<file path="src/rtl/bus_cycle_ctrl_if.sv">
// Bus-cycle controller signal bundle: CPU address/ready in, strobes, phi2 and region selects out.
// master = bus_cycle_ctrl side; slave = CPU/system side.
interface bus_cycle_ctrl_if;
  logic [15:0] addr;
  logic        ext_rdy;
  logic        cpu_clken;
  logic        per_clken;
  logic        phi2;
  logic        ram_e;
  logic        rom_e;
  logic        acia_e;
  logic        via_e;
  logic        bus_e;
  logic        bus_timeout;
  logic        fsm_state;   // 0 = RUN, 1 = STRETCH

  modport master (
    input  addr, ext_rdy,
    output cpu_clken, per_clken, phi2, ram_e, rom_e, acia_e, via_e, bus_e,
           bus_timeout, fsm_state
  );

  modport slave (
    output addr, ext_rdy,
    input  cpu_clken, per_clken, phi2, ram_e, rom_e, acia_e, via_e, bus_e,
           bus_timeout, fsm_state
  );
endinterface

</file>
<file path="src/rtl/bus_cycle_ctrl.sv">
// 65C02 bus-cycle sequencer: clock enables, phi2, address decode and per-region wait states.
// Optional ext_rdy hold with timeout is enabled by defining BUS_CYCLE_CTRL_EXT_RDY_EN.
module bus_cycle_ctrl #(
  parameter int CLKEN_BITS    = 2,
  parameter int RAM_ADDR_BITS = 15,
  parameter int ROM_ADDR_BITS = 14,
  parameter int EXT_WAIT      = 2,
  parameter int IO_WAIT       = 0,
  parameter int RDY_TIMEOUT   = 255
) (
  input  logic          clk,
  input  logic          resb,
  bus_cycle_ctrl_if.master bus
);

  typedef enum logic {RUN = 1'b0, STRETCH = 1'b1} state_t;

  localparam logic [16:0] RAM_TOP  = 17'(1 << RAM_ADDR_BITS);
  localparam logic [16:0] ROM_BASE = 17'(65536 - (1 << ROM_ADDR_BITS));

  state_t                  state, state_n;
  logic [CLKEN_BITS-1:0]   ctr, ctr_n;
  logic [3:0]              wcnt, wcnt_n, wait_load;
  logic                    cpu_clken_q, per_clken_q, phi2_q;
  logic                    strobe_n, terminal, hold;
  logic                    ram_sel, rom_sel, acia_sel, via_sel, bus_sel;

  // Decode is purely combinational so the selects track addr even in reset.
  assign ram_sel  = {1'b0, bus.addr} < RAM_TOP;
  assign rom_sel  = {1'b0, bus.addr} >= ROM_BASE;
  assign acia_sel = bus.addr[15:4] == 12'h800;
  assign via_sel  = bus.addr[15:4] == 12'h880;
  assign bus_sel  = ~(ram_sel | rom_sel | acia_sel | via_sel);

  assign wait_load = bus_sel              ? 4'(EXT_WAIT) :
                     (acia_sel | via_sel) ? 4'(IO_WAIT)  : 4'd0;

  assign terminal = &ctr;

`ifdef BUS_CYCLE_CTRL_EXT_RDY_EN
  logic       rdy_meta, rdy_sync, timeout_q;
  logic [7:0] hcnt;

  // Synchronizer resets to "ready" so no hold is seen right after reset.
  always_ff @(posedge clk or negedge resb) begin
    if (!resb) begin
      rdy_meta <= 1'b1;
      rdy_sync <= 1'b1;
    end else begin
      rdy_meta <= bus.ext_rdy;
      rdy_sync <= rdy_meta;
    end
  end

  assign hold = bus_sel & ~rdy_sync & (hcnt < 8'(RDY_TIMEOUT));

  always_ff @(posedge clk or negedge resb) begin
    if (!resb) begin
      hcnt      <= 8'd0;
      timeout_q <= 1'b0;
    end else begin
      if (cpu_clken_q)
        hcnt <= 8'd0;
      else if (terminal && wcnt == 4'd0 && hold)
        hcnt <= hcnt + 8'd1;
      // Hold wanted but the limit is reached: this terminal count releases it.
      if (terminal && wcnt == 4'd0 && bus_sel && !rdy_sync && !hold)
        timeout_q <= 1'b1;
    end
  end

  assign bus.bus_timeout = timeout_q;
`else
  logic unused_rdy;
  assign unused_rdy      = bus.ext_rdy;
  assign hold            = 1'b0;
  assign bus.bus_timeout = 1'b0;
`endif

  always_comb begin
    state_n  = state;
    wcnt_n   = wcnt;
    strobe_n = 1'b0;
    ctr_n    = ctr + 1'b1;
    // per_clken sits at ctr=1, so a load never coincides with a terminal count.
    if (per_clken_q)
      wcnt_n = wait_load;
    if (terminal) begin
      if (wcnt != 4'd0) begin
        wcnt_n  = wcnt - 4'd1;
        state_n = STRETCH;
      end else if (hold) begin
        state_n = STRETCH;
      end else begin
        state_n  = RUN;
        strobe_n = 1'b1;
      end
    end
  end

  always_ff @(posedge clk or negedge resb) begin
    if (!resb) begin
      state       <= RUN;
      ctr         <= '0;
      wcnt        <= 4'd0;
      cpu_clken_q <= 1'b0;
      per_clken_q <= 1'b0;
      phi2_q      <= 1'b0;
    end else begin
      state       <= state_n;
      ctr         <= ctr_n;
      wcnt        <= wcnt_n;
      cpu_clken_q <= strobe_n;
      per_clken_q <= cpu_clken_q;
      phi2_q      <= (state_n == STRETCH) | ctr_n[CLKEN_BITS-1];
    end
  end

  assign bus.cpu_clken = cpu_clken_q;
  assign bus.per_clken = per_clken_q;
  assign bus.phi2      = phi2_q;
  assign bus.ram_e     = ram_sel;
  assign bus.rom_e     = rom_sel;
  assign bus.acia_e    = acia_sel;
  assign bus.via_e     = via_sel;
  assign bus.bus_e     = bus_sel;
  assign bus.fsm_state = state;

endmodule
</file>
<file path="src/flat_wrapper.sv">
// flat-port wrapper written by rule: the top's interface ports become plain ports
module bus_cycle_ctrl_flat 
#(
  parameter int CLKEN_BITS    = 2,
  parameter int RAM_ADDR_BITS = 15,
  parameter int ROM_ADDR_BITS = 14,
  parameter int EXT_WAIT      = 2,
  parameter int IO_WAIT       = 0,
  parameter int RDY_TIMEOUT   = 255
)
  (clk, resb, bus_addr, bus_ext_rdy, bus_cpu_clken, bus_per_clken, bus_phi2, bus_ram_e, bus_rom_e, bus_acia_e, bus_via_e, bus_bus_e, bus_bus_timeout, bus_fsm_state);
  bus_cycle_ctrl_if bus_i ();
  input  logic clk;
  input  logic resb;
  input wire logic [$bits(bus_i.addr)-1:0] bus_addr;
  input wire logic [$bits(bus_i.ext_rdy)-1:0] bus_ext_rdy;
  output wire logic [$bits(bus_i.cpu_clken)-1:0] bus_cpu_clken;
  output wire logic [$bits(bus_i.per_clken)-1:0] bus_per_clken;
  output wire logic [$bits(bus_i.phi2)-1:0] bus_phi2;
  output wire logic [$bits(bus_i.ram_e)-1:0] bus_ram_e;
  output wire logic [$bits(bus_i.rom_e)-1:0] bus_rom_e;
  output wire logic [$bits(bus_i.acia_e)-1:0] bus_acia_e;
  output wire logic [$bits(bus_i.via_e)-1:0] bus_via_e;
  output wire logic [$bits(bus_i.bus_e)-1:0] bus_bus_e;
  output wire logic [$bits(bus_i.bus_timeout)-1:0] bus_bus_timeout;
  output wire logic [$bits(bus_i.fsm_state)-1:0] bus_fsm_state;
  assign bus_i.addr = bus_addr;
  assign bus_i.ext_rdy = bus_ext_rdy;
  assign bus_cpu_clken = bus_i.cpu_clken;
  assign bus_per_clken = bus_i.per_clken;
  assign bus_phi2 = bus_i.phi2;
  assign bus_ram_e = bus_i.ram_e;
  assign bus_rom_e = bus_i.rom_e;
  assign bus_acia_e = bus_i.acia_e;
  assign bus_via_e = bus_i.via_e;
  assign bus_bus_e = bus_i.bus_e;
  assign bus_bus_timeout = bus_i.bus_timeout;
  assign bus_fsm_state = bus_i.fsm_state;
  bus_cycle_ctrl #(.CLKEN_BITS(CLKEN_BITS), .RAM_ADDR_BITS(RAM_ADDR_BITS), .ROM_ADDR_BITS(ROM_ADDR_BITS), .EXT_WAIT(EXT_WAIT), .IO_WAIT(IO_WAIT), .RDY_TIMEOUT(RDY_TIMEOUT)) u_core (.clk(clk), .resb(resb), .bus(bus_i));
endmodule
</file>
<file path="config.mk">
export PLATFORM = sky130hd
export DESIGN_NAME = bus_cycle_ctrl_flat
export DESIGN_NICKNAME = d
export VERILOG_FILES = /design/src/rtl/bus_cycle_ctrl_if.sv /design/src/rtl/bus_cycle_ctrl.sv /design/src/flat_wrapper.sv
export SDC_FILE = /design/constraint.sdc
export NUM_CORES = 1
export LEC_CHECK = 0
export ABC_AREA = 1
export BUFFER_PORTS_ARGS = -buffer_cell sky130_fd_sc_hd__buf_2
export CAP_MARGIN = 20
export CORE_UTILIZATION = 30
export CTS_CLUSTER_SIZE = 40
export DETAILED_ROUTE_END_ITERATION = 10
export HOLD_SLACK_MARGIN = 0.05
export PLACE_DENSITY = 0.55
export SLEW_MARGIN = 15
export SYNTH_ARGS = -nofsm -noshare
export SYNTH_HDL_FRONTEND = slang
export SYNTH_SLANG_ARGS = --single-unit
export TNS_END_PERCENT = 100
</file>
<file path="constraint.sdc">
create_clock -name clk -period 1.1 [get_ports clk]
set_input_delay 0.11 -clock clk [delete_from_list [all_inputs] [get_ports clk]]
set_output_delay 0.11 -clock clk [all_outputs]
set_load 0.03 [all_outputs]
</file>
==> results of run 1 <==
## placed cells by master (no fill, tap or decap), drive strengths merged, types with 2 or more instances in the layout
master and count:
buf 35, clkbuf 4, dfrtp 10, ha 2, inv 18, nand2 14, nand3 5, nor2 8
nor3 2, o21ai 3
## kinds of logic after synthesis
group / count (synthesis) / share of synthesized area
and+or+nand+nor: 32 / 0.279
buffers and inverters: 19 / 0.138
DFF: 10 / 0.461
AOI/OAI and AO/OA: 4 / 0.0368
xor gates and xnor gates: 2 / 0.0323
adders and majority gates: 2 / 0.0461
other: 1 / 0.00691
## layout make-up
cell class / instances / area, um^2
flip-flops and latches: 10 / 250
multi-input cells: 41 / 263
fillers: 181 / 842
well taps: 25 / 31.3
repair buffers: 36 / 218
clock buffers: 4 / 36.3
inverters: 18 / 67.6
## where the power goes
part           leakage (nW)  total (mW)  internal (mW)  switching, mW
registers             0.119       0.548          0.472         0.0760
clock network        0.0210       0.334          0.201          0.133
logic                 0.370       0.770          0.378          0.391
total                 0.510        1.65           1.05          0.600
## routing by layer
metal / vias up / track usage / wire length, um
met5: - / 0 / 0
met4: 0 / 0.109 / 32
met3: 4 / 0.0122 / 51
met2: 26 / 0.203 / 511
met1: 235 / 0.125 / 459
li1: 286 / - / -
## sequential cells by signal, summed over array words and instances (netlist names)
signal and count:
u_core.ctr 2, u_core.bus.phi2 1, u_core.bus.fsm_state 1, u_core.wcnt 4
u_core.bus.cpu_clken 1, u_core.bus.per_clken 1
## worst max-delay path by stage
stage | from | cells after the start | slack, ns | to
after floorplan | bus_addr[14] | 6 | -0.009 | bus_bus_e
after global placement | u_core.ctr[0] | 5 | -0.04 | u_core.bus.phi2
after detailed placement | u_core.ctr[0] | 4 | -0.04 | u_core.bus.phi2
after CTS | u_core.wcnt[1] | 6 | -0.03 | u_core.bus.phi2
after global routing | u_core.wcnt[0] | 6 | -0.07 | u_core.bus.phi2
final | u_core.wcnt[0] | 6 | -0.02 | u_core.bus.phi2
## critical path: cells and delay by family (launching register included)
kind                       cells  cell delay (ns)
adders and majority gates      1             0.14
buffers and inverters          1             0.07
and+or+nand+nor                4             0.40
DFF                            1             0.39
## repair_timing
action / 4_1_cts / 5_1_grt
setup buffers: 0 / 2
setup endpoints to repair: 3 / 4
pin swaps: 0 / 4
gates resized for setup: 3 / 4
hold buffers: 1 / 0
gates cloned: 0 / 0
hold endpoints to repair: 10 / 0
## Yosys cell counts
master	instances	area, um^2
nor2_1	7	26.3
conb_1	1	3.75
nor2_2	1	6.26
dfrtp_1	10	250
ha_1	2	25.0
nor3_1	2	10.0
and2_1	1	6.26
nand2_1	11	41.3
xnor2_1	1	8.76
nand4_1	1	6.26
nand2_4	1	11.3
xor2_1	1	8.76
inv_1	18	67.6
buf_4	1	7.51
o21ai_1	1	5.00
nand3_1	5	25.0
nand2_2	2	12.5
o21ai_0	2	10.0
a21oi_1	1	5.00
or2_1	1	6.26
==> run_summary.xml, run 1 <==
<?xml version="1.0" encoding="UTF-8"?>
<metrics>
  <group name="power">
    <metric name="totalPowerFinal" unit="mW">1.65</metric>
    <metric name="irDropWorstVdd" unit="V">0.000648</metric>
    <metric name="power_density" unit="nW/um^2">1910</metric>
    <metric name="total_leakage_power" unit="nW">0.510</metric>
  </group>
  <group name="sta">
    <metric name="timing.final.crit_period" unit="ns">1.12</metric>
    <metric name="final_hold_viol_count" unit="">0</metric>
    <metric name="clock-skew-final" unit="ns">0.00189</metric>
    <metric name="layout_setup_ws" unit="ns">-0.0198</metric>
    <metric name="final_min_period_over_clock_period" unit="">1.02</metric>
    <metric name="highest_achievable_clock_rate" unit="MHz">893</metric>
    <metric name="fin_tns_setup" unit="ns">-0.0198</metric>
    <metric name="finalSetupViolCount" unit="">1</metric>
    <metric name="final_max_slew_viol_count" unit="">0</metric>
    <metric name="hold_slack" unit="ns">0.226</metric>
    <metric name="rsz_0062_raised_after_global_routing" unit="">true</metric>
  </group>
  <group name="drt">
    <metric name="dr_pass1_iterations" unit="">4</metric>
    <metric name="first_iter_violations" unit="">7</metric>
    <metric name="drtAntennaViolNets" unit="">0</metric>
    <metric name="via_per_inst" unit="">4.11</metric>
    <metric name="route.vias.total" unit="">551</metric>
    <metric name="remaining_drc_errors" unit="">0</metric>
    <metric name="routed_wirelength" unit="um">1050</metric>
    <metric name="wl_per_cell" unit="um">7.87</metric>
  </group>
  <group name="die">
    <metric name="die_height" unit="um">44.5</metric>
    <metric name="placeableCoreArea" unit="um^2">1710</metric>
    <metric name="fp.dieArea" unit="um^2">1980</metric>
    <metric name="ioPinCount" unit="">29</metric>
    <metric name="start_util" unit="">0.318</metric>
    <metric name="placementRows" unit="">15</metric>
    <metric name="die_x" unit="um">44.5</metric>
  </group>
  <group name="clock_tree">
    <metric name="tritoncts_buffers" unit="">3</metric>
    <metric name="cts_sinks" unit="">10</metric>
    <metric name="clock_tree.buffer_depth" unit="">2</metric>
    <metric name="latest_clock_arrival_within_the_worst_skew_pair" unit="ns">0.27</metric>
    <metric name="tritoncts_clock_tree" unit="">done</metric>
    <metric name="cts-htree-levels" unit="">1</metric>
    <metric name="clk_pin_slew" unit="ns">0.07</metric>
    <metric name="clock_tree.root_cell" unit="">clkbuf_4</metric>
  </group>
  <group name="placement">
    <metric name="pre_cts_ws" unit="ns">-0.0372</metric>
    <metric name="placed_cells" unit="">127</metric>
    <metric name="dpl.hpwl" unit="um">802</metric>
    <metric name="gpl.final_weighted_congestion" unit="">0.717</metric>
    <metric name="buffer_ports.inserted" unit="">22</metric>
    <metric name="postPlaceCellArea" unit="um^2">782</metric>
  </group>
  <group name="final_layout">
    <metric name="final_layout_size_suffix_gt1_frac" unit="">0.468</metric>
    <metric name="nNetsFinal" unit="">131</metric>
    <metric name="layout.cell_area.non_filler" unit="um^2">866</metric>
    <metric name="antenna_cells_inserted" unit="">0</metric>
    <metric name="layout.cells.non_filler" unit="">134</metric>
    <metric name="post-route-util" unit="">0.507</metric>
    <metric name="syn_to_final_growth" unit="%">59.4</metric>
  </group>
  <group name="setup_path">
    <metric name="worst_r2r_endpoint" unit="">u_core.bus.phi2</metric>
    <metric name="setup.worst_path.class" unit="">flop to flop</metric>
    <metric name="crit_path_start_kind" unit="">flop</metric>
    <metric name="timing.critical_path.slowest_stage_cell" unit="">dfrtp_1</metric>
    <metric name="crit_path_max_incr_delay" unit="ns">0.39</metric>
    <metric name="worstPathMaxFanout" unit="">6</metric>
    <metric name="reg2reg_slack" unit="ns">-0.02</metric>
    <metric name="rr_worst_depth" unit="">6</metric>
    <metric name="list_of_cells_traversed_by_the_critical_path" unit="">inv_2 -&gt; ha_4 -&gt; nand2_4 -&gt; nand2_4 -&gt; nand2_2 -&gt; or2_1</metric>
    <metric name="critical_path_arrival" unit="ns">1.27</metric>
    <metric name="critical_path.endpoint_type" unit="">flop</metric>
    <metric name="req_time_crit_path" unit="ns">1.25</metric>
    <metric name="crit_top_cell" unit="">nand2_4</metric>
    <metric name="critical_path.reg2reg.startpoint" unit="">u_core.wcnt[0]</metric>
  </group>
  <group name="logic_synthesis">
    <metric name="ys_seq_area_frac" unit="">0.461</metric>
    <metric name="synth_cell_types" unit="">20</metric>
    <metric name="avgSynthCellArea" unit="um^2">7.76</metric>
    <metric name="synthesized_area" unit="um^2">543</metric>
    <metric name="synth_cells" unit="">70</metric>
    <metric name="nets_in_the_synthesized_netlist" unit="">91</metric>
    <metric name="yosys_warnings" unit="">0</metric>
    <metric name="synth_seq_cells" unit="">10</metric>
  </group>
  <group name="global_route">
    <metric name="via_count_of_the_first_global_routing_pass" unit="">472</metric>
    <metric name="global_route.overflow_total" unit="">0</metric>
    <metric name="grt_util_all_layers" unit="">0.118</metric>
    <metric name="largest_net_degree_at_the_start_of_global_routing" unit="">11</metric>
    <metric name="antenna_violations_before_repair" unit="">0</metric>
    <metric name="grt_first_pass_wirelength" unit="um">1680</metric>
  </group>
  <group name="run_status">
    <metric name="run_status" unit="">finished, violations left</metric>
    <metric name="failed_checks" unit="">negative setup slack</metric>
  </group>
  <group name="hold_path">
    <metric name="hold_path.class" unit="">input pin to async pin</metric>
  </group>
  <group name="flow_run">
    <metric name="drv.max_cap_violation_count" unit="">0</metric>
  </group>
</metrics>
(Power assumes the default switching activity.)
==> inputs of run 2 (changes only) <==
--- a/config.mk
+++ b/config.mk
@@ -6,15 +6,15 @@
 export NUM_CORES = 1
 export LEC_CHECK = 0
 export ABC_AREA = 1
-export BUFFER_PORTS_ARGS = -buffer_cell sky130_fd_sc_hd__buf_2
 export CAP_MARGIN = 20
 export CORE_UTILIZATION = 30
 export CTS_CLUSTER_SIZE = 40
 export DETAILED_ROUTE_END_ITERATION = 10
+export DONT_BUFFER_PORTS = 1
 export HOLD_SLACK_MARGIN = 0.05
-export PLACE_DENSITY = 0.55
+export PLACE_DENSITY = 0.41
 export SLEW_MARGIN = 15
 export SYNTH_ARGS = -nofsm -noshare
 export SYNTH_HDL_FRONTEND = slang
 export SYNTH_SLANG_ARGS = --single-unit
-export TNS_END_PERCENT = 100
+export TNS_END_PERCENT = 50
==> run 2 against run 1 <==
Largest power group unchanged. Routed wire length fell by 2.7%. The flow still finishes with violations (negative setup slack). Critical endpoint unchanged. Non-clock buffer count fell by 17. Via count fell by 16%. Largest cell class unchanged. Global-route usage rose by 0.98 points.
==> run_summary.xml, run 2 (synthesis results as in run 1) <==
<?xml version="1.0" encoding="UTF-8"?>
<metrics>
  <group name="global_route">
    <metric name="via_count_of_the_first_global_routing_pass" unit="">426</metric>
    <metric name="global_route.overflow_total" unit="">0</metric>
    <metric name="largest_net_degree_at_the_start_of_global_routing" unit="">11</metric>
    <metric name="grt_first_pass_wirelength" unit="um">1730</metric>
    <metric name="antenna_violations_before_repair" unit="">0</metric>
    <metric name="grt_util_all_layers" unit="">0.128</metric>
  </group>
  <group name="setup_path">
    <metric name="critical_path.endpoint_type" unit="">flop</metric>
    <metric name="path_delay_family" unit="">flip-flops</metric>
    <metric name="worstPathMaxFanout" unit="">5</metric>
    <metric name="req_time_crit_path" unit="ns">1.25</metric>
    <metric name="rr_worst_depth" unit="">6</metric>
    <metric name="crit_path_start_kind" unit="">flop</metric>
    <metric name="setup.worst_path.class" unit="">flop to flop</metric>
    <metric name="list_of_cells_traversed_by_the_critical_path" unit="">inv_2 -&gt; ha_4 -&gt; nand2_4 -&gt; nand2_4 -&gt; nand2_2 -&gt; or2_1</metric>
    <metric name="timing.critical_path.slowest_stage_cell" unit="">dfrtp_1</metric>
    <metric name="crit_top_cell" unit="">nand2_4</metric>
    <metric name="crit_path_max_incr_delay" unit="ns">0.39</metric>
    <metric name="critical_path_cell_count" unit="">6</metric>
    <metric name="critical_path_arrival" unit="ns">1.26</metric>
    <metric name="worst-path-buf-inv" unit="">1</metric>
  </group>
  <group name="placement">
    <metric name="gpl.final_weighted_congestion" unit="">0.653</metric>
    <metric name="dpl.hpwl" unit="um">809</metric>
    <metric name="buffer_ports.inserted" unit="">0</metric>
    <metric name="placed_cells" unit="">111</metric>
  </group>
  <group name="power">
    <metric name="irDropWorstVdd" unit="V">0.000924</metric>
    <metric name="power_density" unit="nW/um^2">2100</metric>
    <metric name="total_leakage_power" unit="nW">0.445</metric>
  </group>
  <group name="die">
    <metric name="fp.dieArea" unit="um^2">1980</metric>
    <metric name="placementRows" unit="">15</metric>
    <metric name="die_height" unit="um">44.5</metric>
    <metric name="ioPinCount" unit="">29</metric>
    <metric name="placeableCoreArea" unit="um^2">1710</metric>
    <metric name="start_util" unit="">0.318</metric>
    <metric name="die_x" unit="um">44.5</metric>
  </group>
  <group name="sta">
    <metric name="rsz_0062_raised_after_global_routing" unit="">true</metric>
    <metric name="fin_tns_setup" unit="ns">-0.0106</metric>
    <metric name="final_min_period_over_clock_period" unit="">1.01</metric>
    <metric name="hold_slack" unit="ns">0.142</metric>
    <metric name="clock-skew-final" unit="ns">0.000975</metric>
    <metric name="finalSetupViolCount" unit="">1</metric>
    <metric name="final_max_slew_viol_count" unit="">0</metric>
    <metric name="timing.final.crit_period" unit="ns">1.11</metric>
    <metric name="highest_achievable_clock_rate" unit="MHz">900</metric>
    <metric name="final_hold_viol_count" unit="">0</metric>
    <metric name="layout_setup_ws" unit="ns">-0.0106</metric>
  </group>
  <group name="clock_tree">
    <metric name="tritoncts_buffers" unit="">3</metric>
    <metric name="clock_tree.buffer_depth" unit="">2</metric>
    <metric name="cts-htree-levels" unit="">1</metric>
    <metric name="tritoncts_clock_tree" unit="">done</metric>
    <metric name="cts_sinks" unit="">10</metric>
    <metric name="latest_clock_arrival_within_the_worst_skew_pair" unit="ns">0.27</metric>
    <metric name="clk_pin_slew" unit="ns">0.07</metric>
    <metric name="clock_tree.root_cell" unit="">clkbuf_4</metric>
  </group>
  <group name="run_status">
    <metric name="run_status" unit="">finished, violations left</metric>
    <metric name="failed_checks" unit="">negative setup slack</metric>
  </group>
  <group name="drt">
    <metric name="routed_wirelength" unit="um">1030</metric>
    <metric name="drtAntennaViolNets" unit="">0</metric>
    <metric name="dr_pass1_iterations" unit="">4</metric>
    <metric name="route.vias.total" unit="">464</metric>
    <metric name="remaining_drc_errors" unit="">0</metric>
    <metric name="first_iter_violations" unit="">5</metric>
    <metric name="via_per_inst" unit="">3.97</metric>
    <metric name="wl_per_cell" unit="um">8.77</metric>
  </group>
  <group name="final_layout">
    <metric name="registers.top_by_ff_count" unit="">u_core.wcnt</metric>
    <metric name="largest_registers" unit="">u_core.wcnt: 4 flops, u_core.ctr: 2 flops</metric>
    <metric name="post-route-util" unit="">0.464</metric>
    <metric name="largest_register_ff_count" unit="">4</metric>
    <metric name="nNetsFinal" unit="">114</metric>
    <metric name="final_layout_size_suffix_gt1_frac" unit="">0.359</metric>
    <metric name="layout.cells.non_filler" unit="">117</metric>
    <metric name="syn_to_final_growth" unit="%">46.1</metric>
    <metric name="mostFrequentLayoutCell" unit="">buf_4</metric>
    <metric name="antenna_cells_inserted" unit="">0</metric>
    <metric name="leading_cell_types_in_the_layout_fill_and_taps_excluded" unit="">buf_4, inv_1, nand2_1</metric>
  </group>
  <group name="hold_path">
    <metric name="hold_path.class" unit="">input pin to flop</metric>
    <metric name="worst_hold_path.num_cells" unit="">4</metric>
  </group>
  <group name="flow_run">
    <metric name="drv.max_cap_violation_count" unit="">0</metric>
  </group>
</metrics>
[run 2: cell count changes in the layout (fill, tap and decap cells not counted), sizes merged]
cell / previous run / this run
buf: 35 / 18
[run 2: worst register-to-register path, cell delays in order (launching register included)]
cell	delay, ns
dfrtp_1	0.39
inv_2	0.07
ha_4	0.14
nand2_4	0.06
nand2_4	0.08
nand2_2	0.05
or2_1	0.20
[run 2: final timing paths]
check                                       endpoint  slack, ns                  from
worst max-delay path                 u_core.bus.phi2      -0.01        u_core.wcnt[1]
worst min-delay path                  u_core.wcnt[1]       0.14          bus_addr[15]
worst max register to register       u_core.bus.phi2      -0.01        u_core.wcnt[1]
worst min register to register  u_core.bus.fsm_state       0.50  u_core.bus.fsm_state
max in group asynchronous              u_core.ctr[0]       0.57                  resb
min in group asynchronous       u_core.bus.cpu_clken       0.23                  resb
[run 2: stage by stage]
step | cell area [um^2] | total power [mW] | setup slack (ns)
floorplan | 566 | 0.995 | -0.00919
global placement | 717 | 1.26 | -0.0326
detailed placement | 717 | 1.28 | -0.0478
CTS | 778 | 1.68 | -0.0271
global route | 793 | 1.78 | -0.0744
finish | 793 | 1.66 | -0.0106
[run 2: timing repair]
item	4_1_cts	5_1_grt
pin swaps	0	1
cloned	0	0
hold buffers	1	0
endpoints found under the hold margin	10	0
setup endpoints to repair	5	5
setup buffers	1	0
gates resized for setup	5	3
[run 2: area by class of cell]
class                           count  area, um^2
Clock buffer                        4        36.3
Fill cell                         167         915
Inverter                           18        67.6
Multi-Input combinational cell     41         263
Sequential cell                    10         250
Tap cell                           25        31.3
Timing Repair Buffer               19         145
[run 2: routing by layer]
| layer | global-route usage | part of all wire |
|---|---|---|
| met2 | 0.194 | 0.48 |
| met5 | 0 | 0 |
| met1 | 0.136 | 0.43 |
| met4 | 0.0727 | 0.021 |
| met3 | 0.0776 | 0.062 |
[run 2: power breakdown]
group | total, mW | leakage (nW) | internal, mW | switching, mW
Combinational | 0.760 | 0.305 | 0.389 | 0.371
Clock | 0.331 | 0.0210 | 0.201 | 0.130
Sequential | 0.571 | 0.119 | 0.472 | 0.0991
Total | 1.66 | 0.445 | 1.06 | 0.600
